===== src/rtl/cpu_pkg.sv =====
// rtl/cpu_pkg.sv - shared opcodes, FSM states and default sizes for the stack CPU
package cpu_pkg;

    localparam int CPU_DATA_RANGE = 8;
    localparam int CPU_DEPTH      = 16;

    typedef enum logic [2:0] {
        OP_NOP  = 3'b000,
        OP_PUSH = 3'b001,
        OP_POP  = 3'b010,
        OP_DUP  = 3'b011,
        OP_ADD  = 3'b100,
        OP_SUB  = 3'b101,
        OP_AND  = 3'b110,
        OP_OR   = 3'b111
    } op_e;

    typedef enum logic [2:0] {
        ST_IDLE   = 3'd0,
        ST_READ_A = 3'd1,
        ST_READ_B = 3'd2,
        ST_WRITE  = 3'd3,
        ST_RESP   = 3'd4
    } state_e;

    // The four two-operand ops share the top opcode bit.
    function automatic logic is_binary(input op_e op);
        return op[2];
    endfunction

endpackage


===== src/rtl/stack_ram.sv =====
// rtl/stack_ram.sv - stack storage: one synchronous write port, one asynchronous read port
module stack_ram #(
    parameter int DATA_RANGE = 8,
    parameter int DEPTH      = 16
) (
    input  logic                         clk,
    input  logic                         we_i,
    input  logic [$clog2(DEPTH)-1:0]     waddr_i,
    input  logic [DATA_RANGE-1:0]        wdata_i,
    input  logic [$clog2(DEPTH)-1:0]     raddr_i,
    output logic [DATA_RANGE-1:0]        rdata_o
);

    logic [DATA_RANGE-1:0] mem_q [DEPTH];

    always_ff @(posedge clk) begin
        if (we_i) begin
            mem_q[waddr_i] <= wdata_i;
        end
    end

    assign rdata_o = mem_q[raddr_i];

endmodule


===== src/rtl/stack_unit.sv =====
// rtl/stack_unit.sv - LIFO stack with a five-state command FSM and a small ALU
module stack_unit
    import cpu_pkg::*;
#(
    parameter int DATA_RANGE = CPU_DATA_RANGE,
    parameter int DEPTH      = CPU_DEPTH
) (
    input  logic                    clk,
    input  logic                    rst,
    input  logic                    cmd_valid,
    output logic                    cmd_ready,
    input  logic [2:0]              cmd_op,
    input  logic [DATA_RANGE-1:0]   cmd_data,
    output logic                    rsp_valid,
    output logic [DATA_RANGE-1:0]   rsp_data,
    output logic                    rsp_err,
    output logic [$clog2(DEPTH):0]  count
);

    localparam int AW = $clog2(DEPTH);
    localparam logic [AW:0]   SP_FULL  = (AW+1)'(DEPTH);
    localparam logic [AW:0]   SP_ONE   = (AW+1)'(1);
    localparam logic [AW:0]   SP_TWO   = (AW+1)'(2);
    localparam logic [AW-1:0] ADDR_ONE = AW'(1);

    state_e                state_q;
    op_e                   op_q;
    logic [DATA_RANGE-1:0] data_q;
    logic [DATA_RANGE-1:0] a_q;
    logic [DATA_RANGE-1:0] b_q;
    logic [AW:0]           sp_q;
    logic                  rsp_valid_q;
    logic                  rsp_err_q;
    logic [DATA_RANGE-1:0] rsp_data_q;

    op_e                   cmd_op_d;
    logic                  cmd_err_d;
    logic [DATA_RANGE-1:0] alu_d;
    logic [DATA_RANGE-1:0] wr_data_d;
    logic [DATA_RANGE-1:0] rd_data;
    logic [AW-1:0]         rd_addr;
    logic [AW-1:0]         wr_addr;
    logic                  wr_en;

    // sp_q points at the next free slot, so the top entry lives at sp_q-1.
    assign rd_addr = sp_q[AW-1:0] - ADDR_ONE;
    assign wr_addr = sp_q[AW-1:0];
    assign wr_en   = (state_q == ST_WRITE);

    stack_ram #(
        .DATA_RANGE (DATA_RANGE),
        .DEPTH      (DEPTH)
    ) u_ram (
        .clk     (clk),
        .we_i    (wr_en),
        .waddr_i (wr_addr),
        .wdata_i (wr_data_d),
        .raddr_i (rd_addr),
        .rdata_o (rd_data)
    );

    always_comb begin
        cmd_op_d  = op_e'(cmd_op);
        cmd_err_d = 1'b0;
        if (is_binary(cmd_op_d)) begin
            cmd_err_d = (sp_q < SP_TWO);
        end else begin
            case (cmd_op_d)
                OP_PUSH: cmd_err_d = (sp_q == SP_FULL);
                OP_POP:  cmd_err_d = (sp_q == '0);
                OP_DUP:  cmd_err_d = (sp_q == '0) || (sp_q == SP_FULL);
                default: cmd_err_d = 1'b0;
            endcase
        end
    end

    // SUB is second-from-top minus top; carries are dropped by the word width.
    always_comb begin
        alu_d = '0;
        case (op_q)
            OP_ADD:  alu_d = b_q + a_q;
            OP_SUB:  alu_d = b_q - a_q;
            OP_AND:  alu_d = b_q & a_q;
            OP_OR:   alu_d = b_q | a_q;
            default: alu_d = '0;
        endcase
    end

    always_comb begin
        wr_data_d = alu_d;
        case (op_q)
            OP_PUSH: wr_data_d = data_q;
            OP_DUP:  wr_data_d = a_q;
            default: wr_data_d = alu_d;
        endcase
    end

    always_ff @(posedge clk) begin
        if (rst) begin
            state_q     <= ST_IDLE;
            op_q        <= OP_NOP;
            data_q      <= '0;
            a_q         <= '0;
            b_q         <= '0;
            sp_q        <= '0;
            rsp_valid_q <= 1'b0;
            rsp_err_q   <= 1'b0;
            rsp_data_q  <= '0;
        end else begin
            case (state_q)
                ST_IDLE: begin
                    if (cmd_valid) begin
                        op_q   <= cmd_op_d;
                        data_q <= cmd_data;
                        if (cmd_err_d || cmd_op_d == OP_NOP) begin
                            state_q     <= ST_RESP;
                            rsp_valid_q <= 1'b1;
                            rsp_err_q   <= cmd_err_d;
                            rsp_data_q  <= '0;
                        end else if (cmd_op_d == OP_PUSH) begin
                            state_q <= ST_WRITE;
                        end else begin
                            state_q <= ST_READ_A;
                        end
                    end
                end
                ST_READ_A: begin
                    a_q <= rd_data;
                    if (op_q == OP_POP) begin
                        sp_q        <= sp_q - SP_ONE;
                        state_q     <= ST_RESP;
                        rsp_valid_q <= 1'b1;
                        rsp_err_q   <= 1'b0;
                        rsp_data_q  <= rd_data;
                    end else if (op_q == OP_DUP) begin
                        state_q <= ST_WRITE;
                    end else begin
                        sp_q    <= sp_q - SP_ONE;
                        state_q <= ST_READ_B;
                    end
                end
                ST_READ_B: begin
                    b_q     <= rd_data;
                    sp_q    <= sp_q - SP_ONE;
                    state_q <= ST_WRITE;
                end
                ST_WRITE: begin
                    sp_q        <= sp_q + SP_ONE;
                    state_q     <= ST_RESP;
                    rsp_valid_q <= 1'b1;
                    rsp_err_q   <= 1'b0;
                    rsp_data_q  <= wr_data_d;
                end
                ST_RESP: begin
                    state_q     <= ST_IDLE;
                    rsp_valid_q <= 1'b0;
                    rsp_err_q   <= 1'b0;
                    rsp_data_q  <= '0;
                end
                default: begin
                    state_q <= ST_IDLE;
                end
            endcase
        end
    end

    assign cmd_ready = (state_q == ST_IDLE) && !rst;
    assign rsp_valid = rsp_valid_q;
    assign rsp_err   = rsp_err_q;
    assign rsp_data  = rsp_data_q;
    assign count     = sp_q;

endmodule


===== config.mk =====
export PLATFORM = sky130hd
export DESIGN_NAME = stack_unit
export DESIGN_NICKNAME = d
export VERILOG_FILES = /design/src/rtl/cpu_pkg.sv /design/src/rtl/stack_ram.sv /design/src/rtl/stack_unit.sv
export SDC_FILE = /design/constraint.sdc
export NUM_CORES = 1
export LEC_CHECK = 0
export CORE_MARGIN = 5
export CORE_UTILIZATION = 55
export CTS_CLUSTER_DIAMETER = 50
export CTS_CLUSTER_SIZE = 30
export DETAILED_ROUTE_END_ITERATION = 8
export PLACE_DENSITY = 0.85
export SLEW_MARGIN = 5
export SYNTH_ARGS = -nofsm -noshare
export SYNTH_HDL_FRONTEND = slang
export SYNTH_SLANG_ARGS = --single-unit

===== constraint.sdc =====
create_clock -name clk -period 3.05 [get_ports clk]
set_input_delay 0.305 -clock clk [delete_from_list [all_inputs] [get_ports clk]]
set_output_delay 0.305 -clock clk [all_outputs]
set_load 0.02 [all_outputs]

==> results.md <==
* Status: finished, final reports clean
* CTS tree: yes
* Sw Share at 39.3%
* Avg Inst Size Synth at 13.1 sq um
* Routability cong. at 0.910
* Worst setup SP type: flop
* WL/cell at 21.8 um
* Worst Path Arrival at 2.94 ns
* Longest Clk Path Bufs at 2
* Comb pwr share at 51.1%
* Internal at 6.28 mW
* Fin. Hold Viols at 0
* Setup bufs post-CTS at 0
* PwrDens at 1140 nW/um^2
* Initial Util at 56.7%
* First-iteration detailed-routing DRC count at 559
* Reg2reg setup slack at 0.25 ns
* RSZ-0062 raised after global routing: false
* Hold crit path type: in2reg
* Reg clk slew, reported paths at 0.07 ns
* Die Wd at 130 um
* Fin Setup TNS at 0 ns
* Die area at 16900 sq um
* Synth warn at 0
* Syn nets at 640
* Worst slew margin at 57.6%
* GRT busiest layer: met2
* Core Area at 14000 sq um
* Leak Pwr at 3.20 nW
* Detail Route Antenna Nets at 0
* Pin count of the biggest net entering global routing at 44
* TritonCTS Buffers at 17
* Met1 usage at 30.2%
* Fmax achieved at 0.357 GHz
* Clock Skew at 0.00960 ns
* Antenna violations before repair at 1
* Final period util at 91.9%
* WS Path Type: reg2reg
* FFs w/ async S/R, synth at 0%
* Max cap viols at 0
* Final Total Pwr at 10.3 mW
* Clock share of power at 19.1%
* Crit path capture type: flop
* GRT Total Usage at 22.8%
* Synth Instances at 606
* Drt first pass iters at 5
* Worst Tran Pin Value at 0.634 ns
* Fin nets at 688
* IO Port Bufs at 29
* First-pass GRT wire length at 28500 um
* Flops & latches, synth at 173
* Die Span Y at 130 um
* Root buffer cell: clkbuf_16
* Met2 Use GR at 37.0%
* Worst Hold End: data_q[2]
* Tmin final at 2.80 ns
* CTS sink count at 173
* Met3 GRT Util at 5.08%
* NetSw at 4.06 mW
* Final instance area at 9060 sq um
* Max-slew violations at 0
* CP max FO at 8
* # diodes at 0
* Share of post-route cells with drive strength above 1 at 14.6%
* Hpwl dp at 12700 um
* Vias in the first global route at 5231
* Hold depth at 3
* VDD IR-drop max at 0.000700 V
* # setup viols final at 0
* CP required at 3.19 ns
* Sequential Power Share at 29.8%
* Average via count per standard cell at 6.20
* Seq/Total Area, Yosys at 59.8%
* Via count at 5245
* IO Pins at 30
* Reg-to-reg startpoint: a_q[2]
* Row count at 43
* Worst R2R End: u_ram.mem_q[14][7]
* Commonest non-fill, non-tap cell in the layout: edfxtp_1
* EDFF count, synth at 128
* Gr ovfl total at 0
* Placed cell area at 8510 sq um
* R2R cell count at 11
* Yosys cell types at 53
* Hold path startpoint: cmd_data[2]
* DRC violations left at 0
* Synth-to-layout area growth at 14.3%
* Final wirelength at 18500 um
* Ys flop type: edfxtp_1
* Clk_lat worst skew at 0.43 ns
* Synth Cell Area at 7930 sq um
* Most frequent cells in the layout: edfxtp_1, nand2_1, a21oi_1
* H-tree depth at 4
==> synthesized netlist by cell type (2+ instances only) <==
cell | n | share of area (%)
fa_1 | 2 | 0.50
inv_1 | 14 | 0.66
nand3_1 | 8 | 0.50
mux2i_1 | 34 | 4.3
a22oi_1 | 8 | 0.76
nor3b_1 | 2 | 0.19
and2_1 | 19 | 1.5
o211ai_1 | 6 | 0.57
buf_6 | 4 | 0.57
nand2b_1 | 7 | 0.55
clkbuf_8 | 3 | 0.52
nor4_1 | 2 | 0.16
ha_1 | 18 | 2.8
nor3_1 | 8 | 0.50
xnor2_1 | 11 | 1.2
o31a_1 | 2 | 0.22
mux4_2 | 23 | 6.5
a211oi_1 | 8 | 0.76
a221oi_2 | 4 | 0.76
and2b_1 | 4 | 0.38
mux4_1 | 2 | 0.66
and3_1 | 3 | 0.24
or2_2 | 2 | 0.16
nand3b_1 | 3 | 0.28
a31oi_1 | 4 | 0.32
a21o_1 | 6 | 0.57
nand2_1 | 78 | 3.7
xor2_1 | 5 | 0.55
and3b_1 | 2 | 0.22
o31ai_1 | 2 | 0.19
dfxtp_1 | 45 | 11
a221oi_1 | 2 | 0.22
a21oi_1 | 50 | 3.2
a211o_1 | 2 | 0.22
buf_4 | 2 | 0.19
o21ai_0 | 17 | 1.1
nor2_1 | 21 | 0.99
a221o_1 | 3 | 0.38
nor2b_1 | 7 | 0.55
clkbuf_1 | 22 | 1.0
o21a_1 | 2 | 0.19
edfxtp_1 | 128 | 48
==> metal layers <==
layer | wire (um) | share of wire (%) | vias to the layer above
met5 | 0 | 0 | -
met4 | 538 | 2.9 | 0
met3 | 1630 | 8.8 | 50
met2 | 9040 | 49 | 270
met1 | 7240 | 39 | 2566
li1 | - | - | 2359
==> worst max-delay path by stage <==
stage                  start            endpoint  slack [ns]  cells after the start
floorplan           count[0]         rsp_data[0]        0.04                     10
global placement      a_q[2]  u_ram.mem_q[13][7]        0.26                     11
detailed placement    a_q[2]  u_ram.mem_q[11][7]        0.20                     11
CTS                   a_q[2]  u_ram.mem_q[14][7]        0.16                     11
global route         op_q[2]   u_ram.mem_q[4][7]        0.07                     13
finish                a_q[2]  u_ram.mem_q[14][7]        0.25                     11
==> state kept, by name, summed over array words and instances, names as in the netlist <==
name	flops
rsp_data	8
a_q	8
u_ram.mem_q	128
data_q	8
op_q	3
count	5
rsp_valid	1
rsp_err	1
b_q	8
state_q	3
==> through the flow <==
step	instances	hold slack, ns	setup slack [ns]	utilization [%]
2_1_floorplan	606	0.436	0.0368	-
6_report	846	0.435	0.246	64.8
3_3_place_gp	814	0.441	0.263	60.8
5_1_grt	846	0.425	0.0665	64.8
3_5_place_dp	814	0.455	0.203	60.8
4_1_cts	845	0.424	0.158	64.6
==> timing repair <==
item | in CTS | in global routing
setup endpoints to repair | 0 | 16
resized for setup | 0 | 5
hold buffers | 0 | 0
==> cells by family after synthesis <==
logic type | Yosys count | share of synthesized area, %
buf+inv | 46 | 3.04
compound gates | 121 | 9.86
xor+xnor | 17 | 2.11
simple gates | 170 | 10.3
fa+ha+maj | 20 | 3.34
mux | 59 | 11.5
flops | 173 | 59.8
==> worst max-delay path: stages, from the launching register on <==
cell        delay, ns
dfxtp_1          0.38
nor4_2           0.35
a21oi_1          0.13
xnor2_1          0.14
ha_1             0.30
nand4_1          0.10
a21oi_1          0.15
and3b_1          0.21
xnor2_1          0.13
a221oi_2         0.24
buf_4            0.20
clkinvlp_4       0.17
==> power by group through the flow <==
stage / sequential [mW] / clock (mW) / combinational [mW]
final: 3.08 / 1.97 / 5.29
after detailed placement: 3.12 / 0 / 5.11
after floorplan: 3.13 / 0 / 3.72
after CTS: 3.07 / 1.98 / 5.17
after global routing: 3.09 / 2.09 / 5.71
after global placement: 3.12 / 0 / 4.98
==> layout make-up <==
class | instances | area (sq um)
clock buffers | 19 | 433
repair buffers | 60 | 536
repair inverters | 1 | 7.51
multi-input cells | 387 | 2960
fillers | 998 | 4930
flip-flops and latches | 173 | 4750
well taps | 180 | 225
inverters | 14 | 56.3
clock inverters | 12 | 96.3
No activity file was read; power rests on OpenSTA's default activity.
